File: config.mk
export PLATFORM = sky130hd
export DESIGN_NAME = sdp_stream_fifo
export DESIGN_NICKNAME = d
export VERILOG_FILES = /design/src/rtl/sdp_stream_fifo.sv
export SDC_FILE = /design/constraint.sdc
export NUM_CORES = 1
export LEC_CHECK = 0
export CORE_MARGIN = 2
export CORE_UTILIZATION = 42
export DETAILED_ROUTE_END_ITERATION = 16
export SYNTH_ARGS = -nofsm -noshare
export SYNTH_HDL_FRONTEND = slang
export SYNTH_SLANG_ARGS = --single-unit
File: constraint.sdc
create_clock -name Ck -period 5.1 [get_ports Ck]
set_input_delay 1.02 -clock Ck [delete_from_list [all_inputs] [get_ports Ck]]
set_output_delay 1.02 -clock Ck [all_outputs]
set_load 0.005 [all_outputs]
File: src/rtl/sdp_stream_fifo.sv
// Stream FIFO over a simple dual-port RAM with 2-cycle read latency.
// A 4-entry register buffer absorbs in-flight reads so R_Data never stalls the RAM.

module if_sdp_ram_l #(
  parameter int AW = 4,
  parameter int DW = 8,
  parameter     OR = "TRUE",
  parameter     IF = ""
) (
  input  logic          A_Ck,
  input  logic          A_CE,
  input  logic          A_WE,
  input  logic [AW-1:0] A_Ad,
  input  logic [DW-1:0] A_WD,
  input  logic          B_Ck,
  input  logic          B_CE,
  input  logic [AW-1:0] B_Ad,
  output logic [DW-1:0] B_RD
);

  logic [DW-1:0] mem [2**AW];
  logic [DW-1:0] rd_q;

  // Port A write
  always_ff @(posedge A_Ck) begin
    if (A_CE && A_WE) mem[A_Ad] <= A_WD;
  end

  // Port B array read register
  always_ff @(posedge B_Ck) begin
    if (B_CE) rd_q <= mem[B_Ad];
  end

  generate
    if (IF != "") begin : g_init
      // Contents are never preloaded; the FIFO does not depend on them.
    end
    if (OR == "TRUE") begin : g_oreg
      logic [DW-1:0] out_q;
      // Optional output register adds the second latency stage
      always_ff @(posedge B_Ck) begin
        if (B_CE) out_q <= rd_q;
      end
      assign B_RD = out_q;
    end else begin : g_noreg
      assign B_RD = rd_q;
    end
  endgenerate

endmodule

module sdp_stream_fifo #(
  parameter int AW = 4,
  parameter int DW = 8
) (
  input  logic          Ck,
  input  logic          Rst,
  input  logic          W_En,
  input  logic [DW-1:0] W_Data,
  output logic          Full,
  output logic          R_Vld,
  input  logic          R_Rdy,
  output logic [DW-1:0] R_Data,
  output logic [AW:0]   Count,
  output logic          Ovf
);

  localparam logic [AW:0] DEPTH = {1'b1, {AW{1'b0}}};

  logic [AW-1:0] wr_ptr;
  logic [AW-1:0] rd_ptr;
  logic [AW:0]   ram_cnt;
  logic          s1;
  logic          s2;
  logic [DW-1:0] buf_q [4];
  logic [1:0]    bwr;
  logic [1:0]    brd;
  logic [2:0]    buf_cnt;
  logic [1:0]    inflight;
  logic          accept;
  logic          issue;
  logic          pop;
  logic          cap;
  logic [DW-1:0] b_rd;

  if_sdp_ram_l #(
    .AW(AW),
    .DW(DW),
    .OR("TRUE"),
    .IF("")
  ) u_ram (
    .A_Ck(Ck),
    .A_CE(accept),
    .A_WE(accept),
    .A_Ad(wr_ptr),
    .A_WD(W_Data),
    .B_Ck(Ck),
    .B_CE(1'b1),
    .B_Ad(rd_ptr),
    .B_RD(b_rd)
  );

  assign Full     = (ram_cnt == DEPTH);
  assign accept   = W_En && !Full;
  assign inflight = {1'b0, s1} + {1'b0, s2};
  // Credits count only buffer slots already committed; this cycle's pop is ignored.
  assign issue    = (ram_cnt != '0) &&
                    ((buf_cnt + {1'b0, inflight}) < 3'd4);
  assign R_Vld    = (buf_cnt != 3'd0);
  assign R_Data   = buf_q[brd];
  assign pop      = R_Vld && R_Rdy;
  assign cap      = s2;
  assign Count    = ram_cnt
                  + {{(AW-1){1'b0}}, inflight}
                  + {{(AW-2){1'b0}}, buf_cnt};

  // Pointers, occupancy counters, read pipeline and overflow flag
  always_ff @(posedge Ck or posedge Rst) begin
    if (Rst) begin
      wr_ptr  <= '0;
      rd_ptr  <= '0;
      ram_cnt <= '0;
      s1      <= 1'b0;
      s2      <= 1'b0;
      bwr     <= '0;
      brd     <= '0;
      buf_cnt <= '0;
      Ovf     <= 1'b0;
    end else begin
      if (accept) wr_ptr <= wr_ptr + AW'(1);
      if (issue)  rd_ptr <= rd_ptr + AW'(1);
      if (accept && !issue)      ram_cnt <= ram_cnt + (AW+1)'(1);
      else if (issue && !accept) ram_cnt <= ram_cnt - (AW+1)'(1);
      s1 <= issue;
      s2 <= s1;
      if (cap) bwr <= bwr + 2'd1;
      if (pop) brd <= brd + 2'd1;
      if (cap && !pop)      buf_cnt <= buf_cnt + 3'd1;
      else if (pop && !cap) buf_cnt <= buf_cnt - 3'd1;
      if (W_En && Full) Ovf <= 1'b1;
    end
  end

  // Capture RAM read data into the output buffer as each token retires
  always_ff @(posedge Ck) begin
    if (cap) buf_q[bwr] <= b_rd;
  end

endmodule

==> flow_summary.toml <==
[routing]
wl_per_cell_um = 19.9
viasPerCell = 5.24
post-route-drc-count = 0
dr.pass1.iters = 4
ant_nets = 0
vias = 3580
drt-initial-drc-count = 252
wirelength_mm = 13.6

[timing]
max_slew_margin_pct = 39.6
period_share_pct = 77.1
fin_skew_ns = 0.0149
fin_tns_setup_ns = 0
setup_violations = 0
rsz0062_at_grt = "no"
hold_viol_final = 0
tightestPinTransition_ns = 0.904
period_minus_slack_ns = 3.93
slew_viol_final = 0
clock.fmax_ghz = 0.254

[run_status]
outcome = "completed"

[global_route]
grt_pass1_vias = 3751
antenna_found_initial = 0
grt_pass1_wl_mm = 21.3
met1_usage_pct = 19.1
gr-usage-met2_pct = 24.0
groute.layer.met3.usage_pct = 3.04
grt_overflow = 0
grt_util_all_layers_pct = 14.6
top_usage_layer = "met2"
grt_max_degree = 36

[cells_and_area]
antenna_cells = 0
nFillCells = 1505
final_nets = 474
final_area_um2 = 8940
areaGrowthSynthToFinish_pct = 12.9
drive_above_1_share_pct = 14.0
stdcell_count = 683

[clock_tree]
ctsHoldBuffers = 0
clk_pin_slew_ns = 0.07
cts_tree = "done"
post_cts_buffers = 0
htreeDepth = 4
cts_resized = 0
cts_made_buffers = 17
cts_buffer_depth = 2
cts.sinks = 199
cts_root_buf = "clkbuf_16"
clock_latency_ns = 0.43

[hold_path]
timing.hold.worst.start = "u_ram.rd_q[7]"
hp-class = "reg -> reg"

[synthesis]
ys_warn_count = 0
synth_nets = 442
yosys.cell_types.count = 41
synth_cells = 405
ys_seq_area_share_pct = 72.0
synth_edf_count = 160
synth_area_per_cell_um2 = 19.5
synth_area_um2 = 7920
synthArstFlopShare_pct = 11.6
synth_ff_type = "edfxtp_1"
ys_seq_elements = 199

[placed_design]
portBuffers = 27
dp_hpwl_mm = 8.57
dpl.cell_count = 652
globalplace.congestion = 0.699
place_area_um2 = 8370

[setup_path]
worstPathArrival_ns = 2.91
worstSetupPathType = "reg -> out"
critPathCaptureType = "output pin"
cp-start-kind = "flop"
rr_startpoint = "cap"
crit_start = "cap"
required_ns = 4.08
cp_max_fo = 9

[die]
dieArea_um2 = 20000
fp-row-count = 50
io_pins = 28
die_x_um = 141
start_util_pct = 42.6
die_h_um = 141
core_um2 = 18600

[power_and_ir_drop]
vdd_drop_max_uv = 257
power.leakage_nw = 3.14
p_per_area_nw_per_um2 = 633

[run]
maxCapViolations = 0
worst max-delay path, stage by stage, from the launching register on:
cell and delay, ns:
dfrtp_1 0.47, ha_1 0.25, fa_1 0.50, ha_1 0.17, inv_1 0.06, fa_1 0.38, xnor2_1 0.15, clkdlybuf4s50_1 0.51
cell usage in the layout (no fill, tap or decap), drive strengths merged, types with 5 or more instances in the layout:
cell type and instances:
inv 20, nand2 16, clkdlybuf4s50 27, fa 5, and2 18, a22oi 16, mux4 40, xnor2 10
dfxtp 16, ha 20, nor2 5, clkinv 6, edfxtp 160, xor2 8, dfrtp 23, clkbuf 17
logic make-up after synthesis:
family,synth area share [%]
flip-flops,72.0
AND/OR/NAND/NOR,4.17
multiplexers,12.4
AO/OA/AOI/OAI,2.70
buffers and inverters,2.28
adder cells (fa/ha/maj),4.42
XOR/XNOR,1.99
metal layers:
layer | part of all wire (%) | up-vias
li1 | - | 1661
met1 | 43 | 1835
met2 | 51 | 75
met3 | 5.0 | 9
met4 | 1.0 | 0
met5 | 0 | -
per-stage QoR:
stage | setup slack (ns) | util, % | total power [W] | hold slack (ns)
finish | 1.17 | 48.1 | 0.00566 | 0.327
floorplan | 2.04 | - | 0.00374 | 0.310
global placement | 1.59 | 45.1 | 0.00435 | 0.312
global route | 0.994 | 48.1 | 0.00601 | 0.340
CTS | 1.12 | 48.1 | 0.00574 | 0.327
detailed placement | 1.54 | 45.1 | 0.00443 | 0.312
registers in the layout (all words and copies together), names as in the netlist:
name and count:
u_ram.rd_q 8, wr_ptr 4, buf_cnt 3, rd_ptr 4, brd 2, bwr 2, ram_cnt 5, buf_q 32
Ovf 1, cap 1, u_ram.mem 128, s1 1, u_ram.B_RD 8
path summary, 6_finish.rpt:
path / depth (start not counted) / slack (ns) / endpoint
setup / recovery: 7 / 1.17 / Count[3]
setup reg to reg: 13 / 1.73 / ram_cnt[4]
max in group asynchronous: 2 / 3.39 / rd_ptr[1]
hold reg to reg: 0 / 0.33 / u_ram.B_RD[7]
hold / removal: 0 / 0.33 / u_ram.B_RD[7]
min in group asynchronous: 2 / 1.09 / buf_cnt[0]
synth_stat cells (2+ instances only):
cell type,instances,share of area (%)
edfxtp_1,160,61
mux4_2,29,8.2
dfrtp_1,23,7.3
ha_1,20,3.2
and2_1,18,1.4
a22oi_1,16,1.5
dfxtp_1,16,4.0
nand2_1,16,0.76
inv_1,14,0.66
mux4_1,11,3.7
xnor2_1,10,1.1
xor2_1,8,0.88
buf_2,5,0.32
fa_1,5,1.3
nor2_1,5,0.24
and4_1,4,0.44
o21ai_0,4,0.25
a21o_1,3,0.28
buf_6,3,0.43
clkdlybuf4s25_2,3,0.38
nor3_1,3,0.19
a21oi_1,2,0.13
and2b_1,2,0.19
and3b_1,2,0.22
clkbuf_1,2,0.095
mux2_2,2,0.28
mux2i_1,2,0.25
nand3_1,2,0.13
nor2b_1,2,0.16
nor3b_1,2,0.19
report_power, final:
group / switching (W) / internal (W) / total, W / leakage (nW)
registers: 0.000284 / 0.00216 / 0.00245 / 1.86
logic: 0.000888 / 0.00102 / 0.00191 / 0.997
clock network: 0.000581 / 0.000725 / 0.00131 / 0.283
final cells by class:
cell class | instances | area, µm² | area share (%)
repair buffers | 29 | 285 | 3.19
clock inverters | 14 | 145 | 1.62
well taps | 234 | 293 | 3.27
multi-input cells | 176 | 2040 | 22.8
flip-flops and latches | 199 | 5700 | 63.8
inverters | 14 | 52.6 | 0.588
clock buffers | 17 | 425 | 4.76
Power figures use the tool's default switching activity.
==> variant 1 (config.mk and constraints unchanged) <==
`DW` is set to 8 in 2 places; all go to 10.
--- a/src/rtl/sdp_stream_fifo.sv
+++ b/src/rtl/sdp_stream_fifo.sv
@@ -5,3 +5,3 @@
   parameter int AW = 4,
-  parameter int DW = 8,
+  parameter int DW = 10,
   parameter     OR = "TRUE",
@@ -53,3 +53,3 @@
   parameter int AW = 4,
-  parameter int DW = 8
+  parameter int DW = 10
 ) (
Interface: changed (resized R_Data and W_Data); port bits go from 28 to 32. The function was not compared with the original's and may differ.
==> variant 1 against the original RTL <==
Highest routed layer unchanged; sequential cell count increased by 44; wire length increased by 24%; power increased by 20%; sequential share of layout area increased by 0.81 points; critical endpoint unchanged; worst setup slack got worse by 0.083 ns; cell area increased by 21%; via count increased by 18%; synthesized area increased by 20%.
==> variant 1: results (changes against the original RTL) <==
Cells and area
  • Fill cells: 1,791 (was 1,505)
  • # nets final: 548 (was 474)
  • Layout cells sized above 1: 15.4% (was 14.0%)

Route
  • M1 wire length: 7.74 mm (was 5.80 mm)
  • Met2 WL post-DR: 8.30 mm (was 6.98 mm)
  • Met3 WL: 477 microns (was 687 microns)
  • WL/cell: 21.0 microns (was 19.9 microns)
  • DR iter-0 viols: 312 (was 252)
  • Avg Vias per Cell: 5.25 (was 5.24)

Clock tree
  • CTS Buf Count: 25 (was 17)
  • H-tree depth: 1 (was 4)
  • Worst skew pair latency: 0.51 ns (was 0.43 ns)
  • Clock buffer depth: 3 (was 2)

Synthesis
  • Post-synth top cells: edfxtp_1, mux4_2, dfrtp_1 (unchanged)
  • Synth Instances: 467 (was 405)
  • Sequential area share after synthesis: 73.6% (was 72.0%)
  • Net Count, Synth: 506 (was 442)
  • EDFF count, synth: 200 (was 160)
  • Async set or reset register ratio after synthesis: 9.47% (was 11.6%)

Placement
  • DP HPWL: 10.3 mm (was 8.57 mm)
  • Inst Count DP: 762 (was 652)
  • Port Buffers: 31 (was 27)
  • RePlAce Congestion: 0.729 (was 0.699)
  • Placed cell areas: 10,000 sq um (was 8370 sq um)

Global route
  • Met2 usage: 24.6% (was 24.0%)
  • Largest net degree at the start of global routing: 44 (was 36)
  • Global routing usage on met1: 19.9% (was 19.1%)
  • GRT Util Overall: 14.6% (about the same)
  • Vias in the first global route: 4,587 (was 3,751)

Power and ir drop
  • VDD IR-drop max: 0.000290 V (was 0.000257 V)
  • Clock network fraction of total power: 25.3% (was 23.1%)
  • Switch Pwr: 2.03 mW (was 1.75 mW)
  • Leak: 3.74 nW (was 3.14 nW)
  • Reg power frac: 43.3% (was 43.2%)

Worst hold path
  • Worst Min Path Start: u_ram.rd_q[7] (unchanged)

Worst setup path
  • Worst R2R Setup Slack: 1.76 ns (was 1.73 ns)
  • CP arrival: 3.00 ns (was 2.91 ns)

Timing
  • Hold Slack: 0.324 ns (was 0.327 ns)
  • Slew @ Worst Pin: 0.973 ns (was 0.904 ns)
  • Worst setup margin: 1.08 ns (was 1.17 ns)

Status
  • Run status: finished clean (unchanged)
-- variant 1: cell types whose count changed in the layout (fill, tap and decap cells not counted), moves of 5 or more --
cell / before / now
edfxtp_1: 160 / 200
clkbuf_16: 17 / 25
mux4_2: 29 / 36
clkinv_2: 2 / 8
inv_6: 5 / 0
-- variant 1: cell families (layout without fill, tap and decap cells) --
logic type	Yosys count	count (layout)	share of synthesized area, %
muxes	54	54	12.9
and+or+nand+nor	61	61	3.64
AOI/OAI and AO/OA	34	34	2.57
xor gates and xnor gates	18	18	1.66
DFF	243	243	73.6
adders and majority gates	25	25	3.69
buffers and inverters	32	92	1.94
-- variant 1: final cells by class --
type / count / area, sq um / share of cell area (%)
clock buffers: 30 / 654 / 6.05
clock inverters: 15 / 126 / 1.17
inverters: 14 / 52.6 / 0.486
multi-input cells: 192 / 2320 / 21.4
flip-flops and latches: 243 / 6980 / 64.6
well taps: 280 / 350 / 3.24
repair buffers: 33 / 325 / 3.01
==> variant 2 (same settings) <==
Without the edit above. Make the reset (`Rst`) synchronous in one clocked block.
--- a/src/rtl/sdp_stream_fifo.sv
+++ b/src/rtl/sdp_stream_fifo.sv
@@ -117,3 +117,3 @@
   // Pointers, occupancy counters, read pipeline and overflow flag
-  always_ff @(posedge Ck or posedge Rst) begin
+  always_ff @(posedge Ck) begin
     if (Rst) begin
Check against the original RTL: differs if Rst is asserted again (counterexample within 4 cycles, from zero or initial values and one cycle with Rst high); with Rst held inactive, the same outputs for 10 cycles.
==> variant 2 against the original RTL <==
Power is 10% lower; sequential power is 13% lower; sequential cell count is 2 higher; synthesized area hardly changed; critical path depth stayed put; synthesized cell count is 9.6% higher; wire length is 5.0% higher; worst setup slack better by 0.024 ns; cell area is 3.2% higher; critical path type unchanged; largest power group unchanged; highest routed layer unchanged.
==> variant 2: results (changes against the original RTL) <==
Route
  • Met3 WL: 645 microns (was 687 microns)
  • DR iter-0 viols: 326 (was 252)
  • Met2 WL post-DR: 6.96 mm (was 6.98 mm)
  • M1 wire length: 6.43 mm (was 5.80 mm)
  • DRT Pass-1 Iters: 4 (unchanged)
  • Avg Vias per Cell: 5.24 (about the same)

Synthesis
  • Net Count, Synth: 481 (was 442)
  • Yosys cell types: 40 (was 41)
  • Async set or reset register ratio after synthesis: 0% (was 11.6%)
  • Avg Cell Area, Syn: 17.8 sq um (was 19.5 sq um)
  • Largest cells by area after synthesis: edfxtp_1, mux4_2, dfxtp_1 (was edfxtp_1, mux4_2, dfrtp_1)
  • Sequential area share after synthesis: 71.1% (was 72.0%)
  • Post-synth top cells: edfxtp_1, dfxtp_1, nor2_1 (was edfxtp_1, mux4_2, dfrtp_1)

Global route
  • Global routing usage on met1: 20.6% (was 19.1%)
  • Met2 usage: 25.2% (was 24.0%)
  • Vias in the first global route: 4,005 (was 3,751)
  • Met3 usage: 2.53% (was 3.04%)
  • GRT Util Overall: 15.0% (was 14.6%)
  • Global-route wire length before repair: 22.6 mm (was 21.3 mm)

Cells and area
  • Layout cells sized above 1: 17.5% (was 14.0%)
  • Post-Layout Cell Count: 731 (was 683)
  • Diode count: 0 (unchanged)
  • # nets final: 519 (was 474)
  • Fill cells: 1,523 (was 1,505)

Power and ir drop
  • VDD IR-drop max: 0.000303 V (was 0.000257 V)
  • Leak: 3.14 nW (about the same)
  • Switch Pwr: 1.34 mW (was 1.75 mW)

Worst setup path
  • CP max FO: 8 (was 9)
  • CP arrival: 2.89 ns (was 2.91 ns)

Clock tree
  • CTS Buf Count: 22 (was 17)
  • Clock buffer depth: 3 (was 2)
  • Worst skew pair latency: 0.49 ns (was 0.43 ns)

Status
  • Run status: finished clean (unchanged)

Timing
  • Worst Skew: 0.00816 ns (was 0.0149 ns)
  • Slew @ Worst Pin: 1.10 ns (was 0.904 ns)

Placement
  • DP HPWL: 8.97 mm (was 8.57 mm)
  • Placed cell areas: 8430 sq um (was 8370 sq um)
  • RePlAce Congestion: 0.792 (was 0.699)
  • Inst Count DP: 692 (was 652)
variant 2: worst paths after layout:
path | to | cells after the start | startpoint | slack [ns]
worst max-delay path | Count[3] | 7 | cap | 1.19
worst min-delay path | u_ram.B_RD[3] | 0 | u_ram.rd_q[3] | 0.32
worst max register to register | ram_cnt[3] | 13 | cap | 1.80
worst min register to register | u_ram.B_RD[3] | 0 | u_ram.rd_q[3] | 0.32
variant 2: kinds of logic (layout without fill, tap and decap cells):
logic type | Yosys count | in the layout | share of synthesized area [%]
xor gates and xnor gates | 12 | 12 | 1.33
adders and majority gates | 25 | 25 | 4.43
and+or+nand+nor | 89 | 89 | 5.44
AOI/OAI and AO/OA | 35 | 35 | 3.21
buffers and inverters | 34 | 87 | 1.94
muxes | 48 | 48 | 12.6
DFF | 201 | 201 | 71.1
variant 2: area by class of cell:
type,instances,area (sq um),area share [%]
clock buffer,28,626,6.78
clock inverter,11,179,1.94
inverter,15,56.3,0.610
multi-input combinational,209,2130,23.1
sequential,201,5630,61.0
tap,234,293,3.17
timing repair buffer,33,315,3.42
variant 2: through the flow:
stage	power [mW]	worst slack [ns]	hold slack (ns)	util (%)
floorplan	2.99	2.10	0.310	-
global placement	3.38	1.62	0.312	45.3
detailed placement	3.42	1.49	0.312	45.3
CTS	5.15	1.15	0.327	49.7
global route	5.35	1.01	0.331	49.7
finish	5.08	1.19	0.324	49.7
variant 2: power groups by stage:
stage                     clock (mW)  combinational, mW  sequential (mW)
after global placement             0               1.22             2.16
after global routing            1.82               1.36             2.17
final                           1.73               1.22             2.14
after detailed placement           0               1.24             2.18
after CTS                       1.76               1.25             2.14
after floorplan                    0              0.888             2.10
